**src/rtl/alu_seq_pkg.sv**
```systemverilog
// Shared types, opcodes and 7-segment patterns for the 3-bit ALU sequencer.
package alu_seq_pkg;

    typedef enum logic [1:0] {
        IDLE = 2'b00,
        EXEC = 2'b01,
        SHOW = 2'b10
    } state_t;

    typedef enum logic [1:0] {
        OP_ADD = 2'b00,
        OP_SUB = 2'b01,
        OP_AND = 2'b10,
        OP_OR  = 2'b11
    } op_t;

    // Segment patterns, bit7 is the minus sign
    localparam logic [7:0] SEG_ZERO = 8'h3F;
    localparam logic [7:0] SEG_P1   = 8'h06;
    localparam logic [7:0] SEG_P2   = 8'h5B;
    localparam logic [7:0] SEG_P3   = 8'h4F;
    localparam logic [7:0] SEG_M1   = 8'h86;
    localparam logic [7:0] SEG_M2   = 8'hDB;
    localparam logic [7:0] SEG_M3   = 8'hCF;
    localparam logic [7:0] SEG_M4   = 8'hE6;

    // Maps a 3-bit two's complement value to its display pattern
    function automatic logic [7:0] seg_of(input logic [2:0] v);
        logic [7:0] s;
        case (v)
            3'b000:  s = SEG_ZERO;
            3'b001:  s = SEG_P1;
            3'b010:  s = SEG_P2;
            3'b011:  s = SEG_P3;
            3'b111:  s = SEG_M1;
            3'b110:  s = SEG_M2;
            3'b101:  s = SEG_M3;
            3'b100:  s = SEG_M4;
            default: s = SEG_ZERO;
        endcase
        return s;
    endfunction

endpackage

```
**src/rtl/alu3.sv**
```systemverilog
// Combinational 3-bit signed ALU: ADD, SUB, AND, OR with signed overflow.
module alu3
    import alu_seq_pkg::*;
(
    input  logic [2:0] a,
    input  logic [2:0] b,
    input  logic [1:0] f,
    output logic [2:0] y,
    output logic       ovf
);

    // Compute the low 3 bits of the operation and its signed overflow
    always_comb begin
        y   = 3'b000;
        ovf = 1'b0;
        case (f)
            OP_ADD: begin
                y   = a + b;
                ovf = (a[2] == b[2]) && (y[2] != a[2]);
            end
            OP_SUB: begin
                y   = a - b;
                ovf = (a[2] != b[2]) && (y[2] != a[2]);
            end
            OP_AND: begin
                y   = a & b;
                ovf = 1'b0;
            end
            OP_OR: begin
                y   = a | b;
                ovf = 1'b0;
            end
            default: begin
                y   = 3'b000;
                ovf = 1'b0;
            end
        endcase
    end

endmodule

```
**src/rtl/alu_sequencer.sv**
```systemverilog
// Sequencer around alu3: captures operands on start, runs one operation,
// registers result/overflow/segment pattern and holds it for HOLD_CYCLES.
module alu_sequencer
    import alu_seq_pkg::*;
#(
    parameter int HOLD_CYCLES = 4,
    parameter int NBITS_OP    = 3,
    parameter int NBITS_CNT   = 8
) (
    input  logic                 clk_2,
    input  logic                 reset,
    input  logic                 start,
    input  logic                 chain,
    input  logic [NBITS_OP-1:0]  op_a,
    input  logic [NBITS_OP-1:0]  op_b,
    input  logic [1:0]           op_f,
    output logic                 busy,
    output logic                 done,
    output logic [NBITS_OP-1:0]  result,
    output logic                 overflow,
    output logic [7:0]           seg,
    output logic [NBITS_CNT-1:0] op_count,
    output logic [1:0]           state_dbg
);

    localparam logic [1:0] S_IDLE = IDLE;
    localparam logic [1:0] S_EXEC = EXEC;
    localparam logic [1:0] S_SHOW = SHOW;

    // Hold counter only needs to reach HOLD_CYCLES-1
    localparam int HOLD_W = (HOLD_CYCLES > 1) ? $clog2(HOLD_CYCLES) : 1;
    localparam logic [HOLD_W-1:0] HOLD_LOAD = HOLD_W'(HOLD_CYCLES - 1);
    localparam logic [HOLD_W-1:0] HOLD_ZERO = {HOLD_W{1'b0}};
    localparam logic [HOLD_W-1:0] HOLD_ONE  = HOLD_W'(1);
    localparam logic [NBITS_CNT-1:0] CNT_ONE = NBITS_CNT'(1);

    logic [1:0]           state_r;
    logic [1:0]           state_nx_s;
    logic [HOLD_W-1:0]    hold_r;
    logic                 busy_r;
    logic                 done_r;
    logic [NBITS_OP-1:0]  a_r;
    logic [NBITS_OP-1:0]  b_r;
    logic [1:0]           f_r;
    logic [NBITS_OP-1:0]  result_r;
    logic                 ovf_r;
    logic [7:0]           seg_r;
    logic [NBITS_CNT-1:0] cnt_r;
    logic [2:0]           alu_y_s;
    logic                 alu_ovf_s;

    alu3 u_alu (
        .a   (a_r),
        .b   (b_r),
        .f   (f_r),
        .y   (alu_y_s),
        .ovf (alu_ovf_s)
    );

    // Next-state decode; the unused encoding falls back to IDLE
    always_comb begin
        state_nx_s = S_IDLE;
        case (state_r)
            S_IDLE: begin
                if (start) begin
                    state_nx_s = S_EXEC;
                end else begin
                    state_nx_s = S_IDLE;
                end
            end
            S_EXEC: state_nx_s = S_SHOW;
            S_SHOW: begin
                if (hold_r == HOLD_ZERO) begin
                    state_nx_s = S_IDLE;
                end else begin
                    state_nx_s = S_SHOW;
                end
            end
            default: state_nx_s = S_IDLE;
        endcase
    end

    // State, status flags and hold counter; reset wins over start
    always_ff @(posedge clk_2) begin
        if (reset) begin
            state_r <= S_IDLE;
            busy_r  <= 1'b0;
            done_r  <= 1'b0;
            hold_r  <= HOLD_ZERO;
        end else begin
            state_r <= state_nx_s;
            busy_r  <= (state_nx_s == S_EXEC) || (state_nx_s == S_SHOW);
            done_r  <= (state_r == S_EXEC);
            if (state_r == S_EXEC) begin
                hold_r <= HOLD_LOAD;
            end else if ((state_r == S_SHOW) && (hold_r != HOLD_ZERO)) begin
                hold_r <= hold_r - HOLD_ONE;
            end else begin
                hold_r <= hold_r;
            end
        end
    end

    // Operand capture in IDLE and result registration on leaving EXEC
    always_ff @(posedge clk_2) begin
        if (reset) begin
            a_r      <= {NBITS_OP{1'b0}};
            b_r      <= {NBITS_OP{1'b0}};
            f_r      <= 2'b00;
            result_r <= {NBITS_OP{1'b0}};
            ovf_r    <= 1'b0;
            seg_r    <= SEG_ZERO;
            cnt_r    <= {NBITS_CNT{1'b0}};
        end else begin
            if ((state_r == S_IDLE) && start) begin
                a_r <= chain ? result_r : op_a;
                b_r <= op_b;
                f_r <= op_f;
            end else begin
                a_r <= a_r;
                b_r <= b_r;
                f_r <= f_r;
            end
            if (state_r == S_EXEC) begin
                result_r <= alu_y_s;
                ovf_r    <= alu_ovf_s;
                seg_r    <= seg_of(alu_y_s);
                cnt_r    <= cnt_r + CNT_ONE;
            end else begin
                result_r <= result_r;
                ovf_r    <= ovf_r;
                seg_r    <= seg_r;
                cnt_r    <= cnt_r;
            end
        end
    end

    assign busy      = busy_r;
    assign done      = done_r;
    assign result    = result_r;
    assign overflow  = ovf_r;
    assign seg       = seg_r;
    assign op_count  = cnt_r;
    assign state_dbg = state_r;

endmodule

```
**config.mk**
```make
export PLATFORM = sky130hd
export DESIGN_NAME = alu_sequencer
export DESIGN_NICKNAME = d
export VERILOG_FILES = /design/src/rtl/alu_seq_pkg.sv /design/src/rtl/alu3.sv /design/src/rtl/alu_sequencer.sv
export SDC_FILE = /design/constraint.sdc
export NUM_CORES = 1
export LEC_CHECK = 0
export ABC_CLOCK_PERIOD_IN_PS = 4200
export CAP_MARGIN = 5
export CORE_MARGIN = 4
export CORE_UTILIZATION = 35
export DETAILED_ROUTE_END_ITERATION = 8
export GPL_ROUTABILITY_DRIVEN = 0
export PLACE_DENSITY = 0.55
export SYNTH_ARGS = -nofsm -noshare
export SYNTH_HDL_FRONTEND = slang
export SYNTH_HIERARCHICAL = 1
export SYNTH_SLANG_ARGS = --single-unit
```
**constraint.sdc**
```tcl
create_clock -name clk_2 -period 4.2 [get_ports clk_2]
set_clock_uncertainty 0.05 [all_clocks]
set_input_delay 0.84 -clock clk_2 [delete_from_list [all_inputs] [get_ports clk_2]]
set_output_delay 0.84 -clock clk_2 [all_outputs]
set_load 0.02 [all_outputs]
```
======== After elaboration in Yosys (flattened, before gate mapping) ========
Memory sizes are Yosys's and may differ from the RTL's. A register that Yosys moved wholly into a read port is not among the register bits.
Cells that the tools add are included.
word-level totals
  bits in registers ....................... 34
  latch bits .............................. 0
  RAM bits ................................ 0
  memory bits (read-only) ................. 56
  input bits .............................. 12
  output and inout bits ................... 24
  logic and storage cells ................. 48
  memories ................................ 1
memories
  memory            depth  width  rd ports  clocked after Yosys merged registers in  write ports  line               source
  (name not given)  8      7      1         1                                        0            alu_seq_pkg.sv:30  case (v)
operators by class
  add/sub/neg operators ................... 4
  multiply operators ...................... 0
  divide/modulo/power cells ............... 0
  magnitude comparators ................... 0
  equality and inequality tests ........... 11
  shifts and indexed selects .............. 0
  mux-type cells .......................... 8
  bitwise gates (word level) .............. 2
  reduce and logical (&&, ||, !) cells .... 11
operator list
  operator               count
  $pmux W3 S4            1
  $add A8 B1 Y8 const B  1
  $eq A2 B2 Y1 const B   4
  $eq A2 B1 Y1 const B   3
  $logic_not A2 Y1       3
  $mux W2                3
  $pmux W2 S3            1
  $logic_and A1 B1 Y1    4
  $reduce_bool A2 Y1     2
  $add A3 B3 Y3          1
  $and A3 B3 Y3          1
  $mux W3                1
  $ne A1 B1 Y1           3
  $or A3 B3 Y3           1
  $pmux W1 S3            1
  $sub A3 B3 Y3          1
  $reduce_or A2 Y1       1
  $sub A2 B1 Y2 const B  1
  $eq A1 B1 Y1           1
  $logic_or A1 B1 Y1     1
  $mux W1                1

======== Depth between registers and ports, before layout ========
  word-level depth ........................ 5
  gate-level depth with buffers ........... 10
  gate-level depth less buffers ........... 10

======== Hierarchy ========
The synthesis kept the hierarchy.
by module, submodules not included
  module         instances  cells an instance  area each (um^2)  sequential area each (um^2)
  alu_sequencer  1          146                1,350.0           620.6
  alu3           1          37                 305.3             0.0

======== Least setup slack after synthesis ========
No wires, ideal clock.
  path type ............................... register -> register
  start point ............................. reg b_r[0]
  end point ............................... reg seg_r[3], in the netlist seg[3]
  library setup time ...................... 0.119 ns
  arrival time ............................ 2.139 ns
  data required time ...................... 4.031 ns
  slack ................................... 1.891 ns
  stages on the path, launching flop included .. 10
  path buffers ............................ 0
  clock period less this slack ............ 2.309 ns
  cells stage by stage .................... dfxtp_1 -> ha_1 -> inv_1 -> fa_1 -> inv_1 -> mux4_2 -> inv_1 -> ha_1 -> a211oi_1 -> o21bai_1
between the ends
  longest elaborated chain between the ends .. 2
  elaborated cells on any way between the ends .. 5
  classes of those cells .................. 2 x add/sub; 1 x mux; 2 x bitwise
ends and longest elaborated chain
  what                                            line                    source
  start, declared                                 alu_sequencer.sv:43     logic [NBITS_OP-1:0] b_r;
  start signal, assigned                          alu_sequencer.sv:108    b_r <= {NBITS_OP{1'b0}};
  start signal, assigned                          alu_sequencer.sv:117    b_r <= op_b;
  start signal, assigned                          alu_sequencer.sv:121    b_r <= b_r;
  $sub A3 B3 Y3 or $add A3 B3 Y3 (tied branches)  alu3.sv:22, alu3.sv:18
  $pmux W3 S4 *                                   alu3.sv:16              case (f)
  net alu_y_s[1]                                  alu_sequencer.sv:49     logic [2:0] alu_y_s;
  end, declared                                   alu_sequencer.sv:47     logic [7:0] seg_r;
The timed path passes the listed nets; every way through them passes the cells marked *.
A chain may end at the register's enable or synchronous reset.

======== Final worst setup path ========
  start point ............................. reg a_r[0]
  end point ............................... reg seg_r[3], in the netlist seg[3]
between the ends
  longest elaborated chain between the ends .. 2
  elaborated cells on any way between the ends .. 5
  classes of those cells .................. 2 x add/sub; 1 x mux; 2 x bitwise
ends and longest elaborated chain
  what                                            line                    source
  start, declared                                 alu_sequencer.sv:42     logic [NBITS_OP-1:0] a_r;
  start signal, assigned                          alu_sequencer.sv:107    a_r <= {NBITS_OP{1'b0}};
  start signal, assigned                          alu_sequencer.sv:116    a_r <= chain ? result_r : op_a;
  start signal, assigned                          alu_sequencer.sv:120    a_r <= a_r;
  $sub A3 B3 Y3 or $add A3 B3 Y3 (tied branches)  alu3.sv:22, alu3.sv:18
  $pmux W3 S4 *                                   alu3.sv:16
  net alu_y_s[1]                                  alu_sequencer.sv:49
Marked as above.

==> flow_summary.toml <==
[logic_synthesis]
synth_area_leaders = "dfxtp_1 37%, ha_1 9.8%, mux2i_1 4.8%, a21oi_1 4.2%, nor2_1 4.1%"
synth.top_cell.area_share_pct = 37.5
synth.largest_area_cell = "dfxtp_1"
synth_area_um2 = 1660
synthCells = 183
synth_area_per_cell_um2 = 9.05
ys_seq_area_share_pct = 37.5
synth-seq-cells = 31
synth_ff_type = "dfxtp_1"
async_flop_share_pct = 0
synth_warnings = 13
syn-num-nets = 210
synth_edf_count = 0
yosysUniqueCellTypes = 39

[cts]
clk_path_buf_depth = 2
clkLatencyLatePin_ns = 0.28
cts-buffers-inserted = 5
clock-root-buffer = "clkbuf_8"
postCtsSetupRepairBufs = 0
cts_tree = "built"
clkSinkCount = 31
ctsResizeCount = 0
clkSlewWorstSetupHoldPaths_ns = 0.06
htreeDepth = 2
hold_buffers = 0

[floorplan]
die-height_um = 76.8
core_um2 = 4470
initial_core_util_pct = 37.0
dieWidth_um = 76.8
die-area_um2 = 5890
pin_count = 36
rows = 24

[grt]
grt_overflow = 0
grt_max_degree = 33
grt_pass1_vias = 1368
antenna_found_initial = 0
grt_use_total_pct = 12.8
grt_first_pass_wirelength_um = 6100

[critical_path]
cp_common_cell = "inv_1"
crit_slowest_cell = "mux4_2"
cp-end-kind = "register"
worstPathMaxFanout = 5
crit_family = "adder cells"
crit_cells = 9
r2r_cells = 9
path_class = "register to register"
worstPathArrival_ns = 2.63
r2r-start = "a_r[0]$_SDFFE_PP0P_"
path_buf_inv = 3
crit_start = "a_r[0]$_SDFFE_PP0P_"
critPathMaxStageDelay_ns = 0.54
required_ns = 4.31
path_cells = "inv_1 > ha_1 > inv_1 > fa_1 > mux4_2 > inv_1 > ha_1 > a211oi_1 > o21bai_1"
crit_path_start_kind = "register"

[sta]
hold_viol_final = 0
rsz0062_at_grt = "no"
max-slew-margin-rel_pct = 24.6
setup_viol = 0
post-route-min-period_ns = 2.53
fmax_mhz = 396
tns_ns = 0
worst_slack_ns = 1.67
drv_slew = 0
finalCritPeriodShare_pct = 60.1
worstMarginPinSlew_ns = 1.13

[finish]
final_common_cell = "clkdlybuf4s50_1"
area_delta_synth_final_pct = 25.0
drive_gt1_share_pct = 5.69
finalNetCount = 237
diodes = 0
final_cell_mix = "34 x clkdlybuf4s50_1, 31 x dfxtp_1, 18 x nor2_1, 17 x nand2_1, 15 x inv_1"
final_area_um2 = 2070

[place]
place_area_um2 = 1970
port-buffer-count = 34
pre_cts_ws_ns = 1.55
hpwlAfterDp_um = 2640

[routing]
dr.pass1.iters = 4
routedWlPerCell_um = 13.7
drtAntennaViolNets = 0
drtIter0Drc = 37
vias = 1321
route.detailed.drc = 0
viasPerCell = 5.02
drt_wl_total_um = 3600

[power]
vdd_drop_max_mv = 0.194
powerDensity_nw_per_um2 = 357
leakagePower_nw = 0.808

[run_status]
status = "finished, final reports clean"

[hold_path]
worstHoldStart = "seg[6]$_SDFFE_PP0P_"
hold_depth = 2
min_path_type = "register to register"

[job]
cap_violations = 0
worst paths after layout:
| check | slack, ns | end |
|---|---|---|
| worst max-delay path | 1.67 | seg[3]$_SDFFE_PP1P_ |
| worst min-delay path | 0.41 | seg[6]$_SDFFE_PP0P_ |
| worst max register to register | 1.67 | seg[3]$_SDFFE_PP1P_ |
| worst min register to register | 0.41 | seg[6]$_SDFFE_PP0P_ |
kinds of logic after synthesis:
kind of cell,count (synthesis),synth area share (%)
multiplexers,12,8.24
adder cells (fa/ha/maj),15,12.2
AND/OR/NAND/NOR,57,17.4
buffers and inverters,29,8.92
other,1,0.227
flip-flops,31,37.5
AO/OA/AOI/OAI,32,12.3
XOR/XNOR,6,3.18
worst min-delay path, delay by kind of cell, from the launching register on:
family,cells,cell delay [ns]
compound gates,1,0.05
flops,1,0.31
simple gates,1,0.05
cell type report:
class	instances	area, µm²
timing repair buffer	34	340
fill	436	2400
clock buffer	8	100
inverter	15	56.3
tap	52	65.1
multi-input combinational	123	887
sequential	31	621
state kept, by name, indices dropped and copies added, names as in the netlist, 2 cells and up:
signal and count:
op_count 8, state_dbg 2, b_r 3, a_r 3, result 2, seg 6, hold_r 2, f_r 2
metal layers:
metal  GRT usage, %  wire (µm)  vias up
met5              0          0        -
met4           5.62         45        0
met3           4.22        168        5
met2           22.0       1810       28
met1           14.3       1580      624
li1               -          -      664
through the flow:
stage / total power, mW / util, % / hold WS, ns / instances
2_1_floorplan: 0.443 / - / 0.409 / 183
3_3_place_gp: 0.485 / 44.0 / 0.397 / 255
3_5_place_dp: 0.491 / 44.0 / 0.402 / 255
4_1_cts: 0.747 / 46.3 / 0.410 / 263
5_1_grt: 0.778 / 46.3 / 0.430 / 263
6_report: 0.739 / 46.3 / 0.411 / 263
power breakdown:
part | internal [mW] | switching (mW) | leakage (nW) | total (mW)
clock | 0.149 | 0.106 | 0.0515 | 0.255
sequential | 0.312 | 0.0185 | 0.254 | 0.330
combinational | 0.0732 | 0.0802 | 0.503 | 0.153
cell usage after synthesis (2+ instances only):
cell and n:
a211oi_1 4, or4_1 2, nand2_1 17, clkbuf_1 3, nand4_1 2, o21bai_1 2
dfxtp_1 31, or3_1 3, nor2b_1 6, nand3_1 3, ha_1 13, buf_6 3
xnor2_1 3, a21oi_1 14, mux2i_1 8, nor2_1 18, buf_4 3, xor2_1 3
mux2_2 2, inv_1 15, o31ai_1 2, fa_1 2, nand3b_1 3, o21ai_0 3
buf_2 3, a221oi_1 2
Power figures use the tool's default switching activity.
